--- src/rtl/ppu_vram_arbiter_pkg.sv ---
// ppu_vram_arbiter_pkg: shared widths and arbiter state encoding for the PPU VRAM arbiter
package ppu_vram_arbiter_pkg;
  localparam int PPU_ADDR_W = 14;
  localparam int PPU_DATA_W = 8;
  typedef enum logic [1:0] {ARB_IDLE = 2'd0, ARB_ISSUE = 2'd1, ARB_CAPTURE = 2'd2} arb_state_e;
endpackage

--- src/rtl/ppu_vram_arbiter_if.sv ---
// ppu_vram_arbiter_if: render, CPU ($2007) and memory bus signals of the PPU VRAM arbiter
interface ppu_vram_arbiter_if;
  import ppu_vram_arbiter_pkg::*;
  logic rend_en, rend_req, rend_ack, rend_valid;
  logic [PPU_ADDR_W-1:0] rend_addr, cpu_addr, mem_addr;
  logic [PPU_DATA_W-1:0] rend_data, cpu_wdata, cpu_rdata, mem_wdata, mem_rdata;
  logic cpu_wr_req, cpu_rd_req, cpu_busy, cpu_done, mem_rd, mem_wr;
  modport master(
    output rend_en, rend_req, rend_addr, cpu_wr_req, cpu_rd_req, cpu_addr, cpu_wdata, mem_rdata,
    input rend_ack, rend_valid, rend_data, cpu_busy, cpu_done, cpu_rdata, mem_addr, mem_wdata, mem_rd, mem_wr
  );
  modport slave(
    input rend_en, rend_req, rend_addr, cpu_wr_req, cpu_rd_req, cpu_addr, cpu_wdata, mem_rdata,
    output rend_ack, rend_valid, rend_data, cpu_busy, cpu_done, cpu_rdata, mem_addr, mem_wdata, mem_rd, mem_wr
  );
endinterface

--- src/rtl/ppu_cpu_port_buf.sv ---
// ppu_cpu_port_buf: single-entry $2007 request holder with busy flag and delayed read buffer
module ppu_cpu_port_buf import ppu_vram_arbiter_pkg::*; (
  input  logic                  clk,
  input  logic                  rst,
  input  logic                  wr_req,
  input  logic                  rd_req,
  input  logic [PPU_ADDR_W-1:0] addr,
  input  logic [PPU_DATA_W-1:0] wdata,
  input  logic                  done,
  input  logic                  load,
  input  logic [PPU_DATA_W-1:0] load_data,
  output logic                  busy,
  output logic                  pend_wr,
  output logic [PPU_ADDR_W-1:0] pend_addr,
  output logic [PPU_DATA_W-1:0] pend_wdata,
  output logic [PPU_DATA_W-1:0] rdata
);
  always_ff @(posedge clk) begin
    if (!rst) begin
      busy <= 1'b0;
      pend_wr <= 1'b0;
      pend_addr <= '0;
      pend_wdata <= '0;
      rdata <= '0;
    end else begin
      // a write wins over a simultaneous read; anything arriving while busy is dropped
      if (!busy && (wr_req || rd_req)) begin
        busy <= 1'b1;
        pend_wr <= wr_req;
        pend_addr <= addr;
        pend_wdata <= wdata;
      end else if (done) busy <= 1'b0;
      if (load) rdata <= load_data;
    end
  end
endmodule

--- src/rtl/ppu_vram_arbiter.sv ---
// ppu_vram_arbiter: render-priority PPU VRAM arbiter with $2007 port; PPU_ARB_STARVE_GUARD_EN adds CPU starvation guard
module ppu_vram_arbiter import ppu_vram_arbiter_pkg::*; #(
  parameter int MAX_CPU_WAIT = 16
) (
  input logic clk,
  input logic rst,
  ppu_vram_arbiter_if.slave bus
);
  arb_state_e state, state_n;
  logic op_cpu, op_wr, force_cpu, grant_rend, grant_cpu;
  logic busy, pend_wr;
  logic [PPU_ADDR_W-1:0] pend_addr;
  logic [PPU_DATA_W-1:0] pend_wdata;
  ppu_cpu_port_buf u_cpu (
    .clk(clk), .rst(rst), .wr_req(bus.cpu_wr_req), .rd_req(bus.cpu_rd_req),
    .addr(bus.cpu_addr), .wdata(bus.cpu_wdata), .done(bus.cpu_done),
    .load(state == ARB_CAPTURE && op_cpu), .load_data(bus.mem_rdata),
    .busy(busy), .pend_wr(pend_wr), .pend_addr(pend_addr), .pend_wdata(pend_wdata),
    .rdata(bus.cpu_rdata)
  );
  assign bus.cpu_busy = busy;
`ifdef PPU_ARB_STARVE_GUARD_EN
  localparam int WAIT_W = $clog2(MAX_CPU_WAIT + 1);
  logic [WAIT_W-1:0] wait_cnt;
  assign force_cpu = busy && wait_cnt == WAIT_W'(MAX_CPU_WAIT);
  always_ff @(posedge clk) begin
    if (!rst) wait_cnt <= '0;
    else if (grant_cpu) wait_cnt <= '0;
    else if (busy && grant_rend) wait_cnt <= wait_cnt + WAIT_W'(1);
  end
`else
  assign force_cpu = 1'b0;
`endif
  always_comb begin
    grant_rend = state == ARB_IDLE && bus.rend_en && bus.rend_req && !force_cpu;
    grant_cpu = state == ARB_IDLE && busy && !grant_rend;
    state_n = state == ARB_IDLE ? ((grant_rend || grant_cpu) ? ARB_ISSUE : ARB_IDLE) :
              state == ARB_ISSUE ? (op_wr ? ARB_IDLE : ARB_CAPTURE) : ARB_IDLE;
  end
  always_ff @(posedge clk) begin
    if (!rst) state <= ARB_IDLE;
    else state <= state_n;
  end
  assign bus.rend_ack = rst && grant_rend;
  always_ff @(posedge clk) begin
    if (!rst) begin
      op_cpu <= 1'b0;
      op_wr <= 1'b0;
      bus.mem_rd <= 1'b0;
      bus.mem_wr <= 1'b0;
      bus.mem_addr <= '0;
      bus.mem_wdata <= '0;
      bus.cpu_done <= 1'b0;
      bus.rend_valid <= 1'b0;
      bus.rend_data <= '0;
    end else begin
      bus.mem_rd <= grant_rend || (grant_cpu && !pend_wr);
      bus.mem_wr <= grant_cpu && pend_wr;
      bus.cpu_done <= (grant_cpu && pend_wr) || (state == ARB_ISSUE && op_cpu && !op_wr);
      bus.rend_valid <= state == ARB_CAPTURE && !op_cpu;
      if (state == ARB_CAPTURE && !op_cpu) bus.rend_data <= bus.mem_rdata;
      if (grant_rend || grant_cpu) begin
        op_cpu <= grant_cpu;
        op_wr <= grant_cpu && pend_wr;
        bus.mem_addr <= grant_cpu ? pend_addr : bus.rend_addr;
      end
      if (grant_cpu && pend_wr) bus.mem_wdata <= pend_wdata;
    end
  end
endmodule

--- src/flat_wrapper.sv ---
// flat-port wrapper written by rule: the top's interface ports become plain ports
module ppu_vram_arbiter_flat import ppu_vram_arbiter_pkg::*;
#(
  parameter int MAX_CPU_WAIT = 16
)
  (clk, rst, bus_rend_en, bus_rend_req, bus_rend_addr, bus_cpu_wr_req, bus_cpu_rd_req, bus_cpu_addr, bus_cpu_wdata, bus_mem_rdata, bus_rend_ack, bus_rend_valid, bus_rend_data, bus_cpu_busy, bus_cpu_done, bus_cpu_rdata, bus_mem_addr, bus_mem_wdata, bus_mem_rd, bus_mem_wr);
  ppu_vram_arbiter_if bus_i ();
  input logic clk;
  input logic rst;
  input wire logic [$bits(bus_i.rend_en)-1:0] bus_rend_en;
  input wire logic [$bits(bus_i.rend_req)-1:0] bus_rend_req;
  input wire logic [$bits(bus_i.rend_addr)-1:0] bus_rend_addr;
  input wire logic [$bits(bus_i.cpu_wr_req)-1:0] bus_cpu_wr_req;
  input wire logic [$bits(bus_i.cpu_rd_req)-1:0] bus_cpu_rd_req;
  input wire logic [$bits(bus_i.cpu_addr)-1:0] bus_cpu_addr;
  input wire logic [$bits(bus_i.cpu_wdata)-1:0] bus_cpu_wdata;
  input wire logic [$bits(bus_i.mem_rdata)-1:0] bus_mem_rdata;
  output wire logic [$bits(bus_i.rend_ack)-1:0] bus_rend_ack;
  output wire logic [$bits(bus_i.rend_valid)-1:0] bus_rend_valid;
  output wire logic [$bits(bus_i.rend_data)-1:0] bus_rend_data;
  output wire logic [$bits(bus_i.cpu_busy)-1:0] bus_cpu_busy;
  output wire logic [$bits(bus_i.cpu_done)-1:0] bus_cpu_done;
  output wire logic [$bits(bus_i.cpu_rdata)-1:0] bus_cpu_rdata;
  output wire logic [$bits(bus_i.mem_addr)-1:0] bus_mem_addr;
  output wire logic [$bits(bus_i.mem_wdata)-1:0] bus_mem_wdata;
  output wire logic [$bits(bus_i.mem_rd)-1:0] bus_mem_rd;
  output wire logic [$bits(bus_i.mem_wr)-1:0] bus_mem_wr;
  assign bus_i.rend_en = bus_rend_en;
  assign bus_i.rend_req = bus_rend_req;
  assign bus_i.rend_addr = bus_rend_addr;
  assign bus_i.cpu_wr_req = bus_cpu_wr_req;
  assign bus_i.cpu_rd_req = bus_cpu_rd_req;
  assign bus_i.cpu_addr = bus_cpu_addr;
  assign bus_i.cpu_wdata = bus_cpu_wdata;
  assign bus_i.mem_rdata = bus_mem_rdata;
  assign bus_rend_ack = bus_i.rend_ack;
  assign bus_rend_valid = bus_i.rend_valid;
  assign bus_rend_data = bus_i.rend_data;
  assign bus_cpu_busy = bus_i.cpu_busy;
  assign bus_cpu_done = bus_i.cpu_done;
  assign bus_cpu_rdata = bus_i.cpu_rdata;
  assign bus_mem_addr = bus_i.mem_addr;
  assign bus_mem_wdata = bus_i.mem_wdata;
  assign bus_mem_rd = bus_i.mem_rd;
  assign bus_mem_wr = bus_i.mem_wr;
  ppu_vram_arbiter #(.MAX_CPU_WAIT(MAX_CPU_WAIT)) u_core (.clk(clk), .rst(rst), .bus(bus_i));
endmodule
--- config.mk ---
export PLATFORM = sky130hd
export DESIGN_NAME = ppu_vram_arbiter_flat
export DESIGN_NICKNAME = d
export VERILOG_FILES = /design/src/rtl/ppu_vram_arbiter_pkg.sv /design/src/rtl/ppu_vram_arbiter_if.sv /design/src/rtl/ppu_cpu_port_buf.sv /design/src/rtl/ppu_vram_arbiter.sv /design/src/flat_wrapper.sv
export SDC_FILE = /design/constraint.sdc
export NUM_CORES = 1
export LEC_CHECK = 0
export ABC_AREA = 1
export CORE_MARGIN = 1
export CORE_UTILIZATION = 45
export DETAILED_ROUTE_END_ITERATION = 7
export PLACE_DENSITY = 0.77
export SETUP_SLACK_MARGIN = 0.02
export SYNTH_ARGS = -nofsm -noshare
export SYNTH_HDL_FRONTEND = slang
export SYNTH_SLANG_ARGS = --single-unit
--- constraint.sdc ---
create_clock -name clk -period 1.7 [get_ports clk]
set_clock_uncertainty 0.15 [all_clocks]
set_input_delay 0.51 -clock clk [delete_from_list [all_inputs] [get_ports clk]]
set_output_delay 0.51 -clock clk [all_outputs]
set_load 0.01 [all_outputs]
==> flow_summary.json <==
{
  "status": "complete, but fails checks",
  "violations": "setup timing",
  "yosys-top-cells-area": "dfxtp_1 52%, o21ai_0 9.8%, nor2_1 9.4%, nand2_1 7.2%, a21oi_1 6.1%",
  "finalHoldViolations": 0,
  "dieArea_um2": 6330,
  "cap_violations": 0,
  "cts_tree": "done",
  "pwr-share-seq_pct": 42.3,
  "drt_wl_total_mm": 6.46,
  "crit_path_max_incr_delay_ps": 340,
  "crit_buf_inv": 1,
  "antenna_cells": 0,
  "yosys.area_share.xor_xnor_pct": 0,
  "cp_data_arrival_time_ps": 1060,
  "p_int_mw": 3.31,
  "synth_fa_ha_area_share_pct": 0,
  "port-buffer-count": 93,
  "synth_top_area_share_pct": 51.8,
  "rsz0062_at_grt": "true",
  "sw_frac_of_total_pct": 24.5,
  "dieWidth_um": 79.5,
  "drt-initial-drc-count": 119,
  "grt_usage_pct": 21.6,
  "cts_max_level": 3,
  "routabilityCongestion": 0.788,
  "cp.depth": 4,
  "reg2reg_depth": 7,
  "r2r_end": "u_core.bus.mem_addr[3]",
  "end_kind": "output pin",
  "io_pins": 94,
  "power_leakage_nw": 1.93,
  "max_slew_margin_pct": 64.2,
  "avgSynthCellArea_um2": 7.39,
  "share_comb_of_total_power_pct": 16.9,
  "core-area_um2": 5640,
  "reg2reg_from": "u_core.state[0]",
  "yosysSeqAreaShare_pct": 51.8,
  "grt_max_degree": 64,
  "fmax_mhz": 580,
  "switching_power_mw": 1.08,
  "drc": 0,
  "routed_via_density": 4.78,
  "synth_top_family_by_area": "simple AND/OR/NAND/NOR gates",
  "cts_buffer_depth": 2,
  "num-nets-final": 518,
  "drtAntennaViolNets": 0,
  "drt_pass1_iterations": 4,
  "utilization_pct": 71.3,
  "ys_types": 19,
  "cts_made_buffers": 9,
  "grt_overflow": 0,
  "critPathSlowestCell": "dfxtp_2",
  "synth_compound_area_share_pct": 16.7,
  "fin_crit_ps": 1720,
  "pwr-share-clk_pct": 40.8,
  "synth-seq-cells": 70,
  "fin_ws_ps": -22.9,
  "synth_warnings": 0,
  "cp_cell_sequence": "nor2_4 -> nand2_2 -> nor2_2 -> buf_2",
  "vias": 2604,
  "placementRows": 27,
  "crit_path_start_kind": "register",
  "dpl.hpwl_mm": 4.41,
  "hp-class": "reg -> reg",
  "timing.hold.ws_ps": 292,
  "syn_area_um2": 2710,
  "syn_inst": 366,
  "powerDensity_nw_per_um2": 1090,
  "critPathTopFamily": "flip-flops",
  "ir_worst_vdd_uv": 665,
  "clkLatencyLatePin_ps": 350,
  "tightest_slew_ps": 537,
  "dpl.cell_count": 526,
  "setup_viol": 1,
  "wire_per_inst_um": 11.8,
  "worstPathMaxFanout": 2,
  "synth_mux_area_share_pct": 0,
  "yosys.area.top_type": "dfxtp_1",
  "drv_slew": 0,
  "initial_core_util_pct": 47.9,
  "grt_pass1_wl_mm": 10.3,
  "drive_gt1_share_pct": 9.94,
  "finalCritPeriodShare_pct": 101,
  "cts.reportedPaths.clkPinSlew_ps": 80,
  "hold_buffers": 0,
  "yosys.area_share.simple_pct": 21.6,
  "cp.required_ps": 1040,
  "grt_pass1_vias": 2308,
  "tns_ps": -22.9,
  "antenna_found_initial": 0,
  "path_class": "reg -> out",
  "root_buffer": "clkbuf_8",
  "ff2ff_setup_slack_ps": 190,
  "crit_start": "u_core.state[0]",
  "syn-num-nets": 416,
  "area_delta_synth_final_pct": 48.7,
  "stdcell_count": 545,
  "clkSinkCount": 70,
  "endpoint": "bus_rend_ack",
  "die_h_um": 79.5
}
[registers in the layout, summed over array words and instances (netlist names), 2 cells and up]
name,count
u_core.bus.mem_addr,14
u_core.u_cpu.rdata,8
u_core.u_cpu.pend_addr,14
u_core.bus.rend_data,8
u_core.state,2
u_core.bus.mem_wdata,8
u_core.u_cpu.pend_wdata,8
[how the worst min path moves through the flow]
| stage | startpoint | end | slack (ps) | cells past startpoint |
|---|---|---|---|---|
| 2_1_floorplan | u_core.op_wr | u_core.state[1] | 280 | 1 |
| 3_3_place_gp | u_core.op_wr | u_core.state[1] | 280 | 1 |
| 3_5_place_dp | u_core.u_cpu.rdata[3] | u_core.u_cpu.rdata[3] | 290 | 2 |
| 6_report | u_core.bus.rend_data[0] | u_core.bus.rend_data[0] | 290 | 2 |
| 4_1_cts | rst | u_core.state[0] | 280 | 3 |
| 5_1_grt | u_core.bus.rend_data[0] | u_core.bus.rend_data[0] | 300 | 2 |
[stage by stage]
stage	area [um2]	worst slack, ps	power [mW]
global placement	3780	-658	2.65
global route	4020	-65.6	4.59
CTS	4000	-58.8	4.40
finish	4020	-22.9	4.38
floorplan	2720	39.3	2.27
detailed placement	3780	-674	2.68
[tightest hold or removal path: stages, from the launching register on]
cell and delay (ps):
dfxtp_1 310, inv_1 40, a21oi_1 50
[synth_stat cells]
master and instances:
inv_2 1, nand3_1 18, clkbuf_1 6, nor3_1 1, o21ai_0 53, nand2_1 52, nor4_1 1, dfxtp_1 70
buf_2 12, o21ai_2 1, o21ai_1 1, nand4_4 1, buf_4 2, inv_1 43, nor2_1 68, a21oi_1 33
o21a_1 1, nor2_4 1, clkbuf_2 1
[power by group through the flow]
| stage | combinational, mW | sequential (mW) | clock [mW] |
|---|---|---|---|
| 5_1_grt | 0.831 | 1.87 | 1.89 |
| 6_report | 0.742 | 1.85 | 1.79 |
| 3_3_place_gp | 0.769 | 1.88 | 0 |
| 3_5_place_dp | 0.784 | 1.89 | 0 |
| 4_1_cts | 0.739 | 1.85 | 1.81 |
| 2_1_floorplan | 0.356 | 1.92 | 0 |
[layout make-up]
cell class	instances	area, um2
fillers	475	1620
flip-flops and latches	70	1400
multi-input cells	231	1050
repair buffers	112	1040
inverters	44	165
clock buffers	10	138
clock inverters	6	133
well taps	72	90.1
[layout by cell type (no fill, tap or decap), types with 3 or more instances in the layout]
master and count:
a21oi_1 33, buf_12 3, buf_4 16, bufinv_16 4, clkbuf_8 10, clkdlybuf4s50_1 46
dfxtp_1 68, dlygate4sd2_1 45, inv_1 43, nand2_1 50, nand3_1 17, nor2_1 67
o21ai_0 53
[logic make-up after synthesis]
| logic type | after synthesis |
|---|---|
| AO/OA/AOI/OAI | 89 |
| buffers and inverters | 65 |
| flip-flops | 70 |
| AND/OR/NAND/NOR | 142 |
[metal layers]
metal / wire [um] / GRT usage (%)
met2: 3010 / 33.7
met5: 0 / 0
met3: 458 / 6.74
met4: 135 / 12.0
met1: 2850 / 26.3
[what timing repair did]
item | 4_1_cts | 5_1_grt
setup endpoints to repair | 46 | 3
resized for setup | 52 | 2
setup buffers | 1 | 2
pin swaps | 1 | 2
Power figures use the tool's default switching activity.
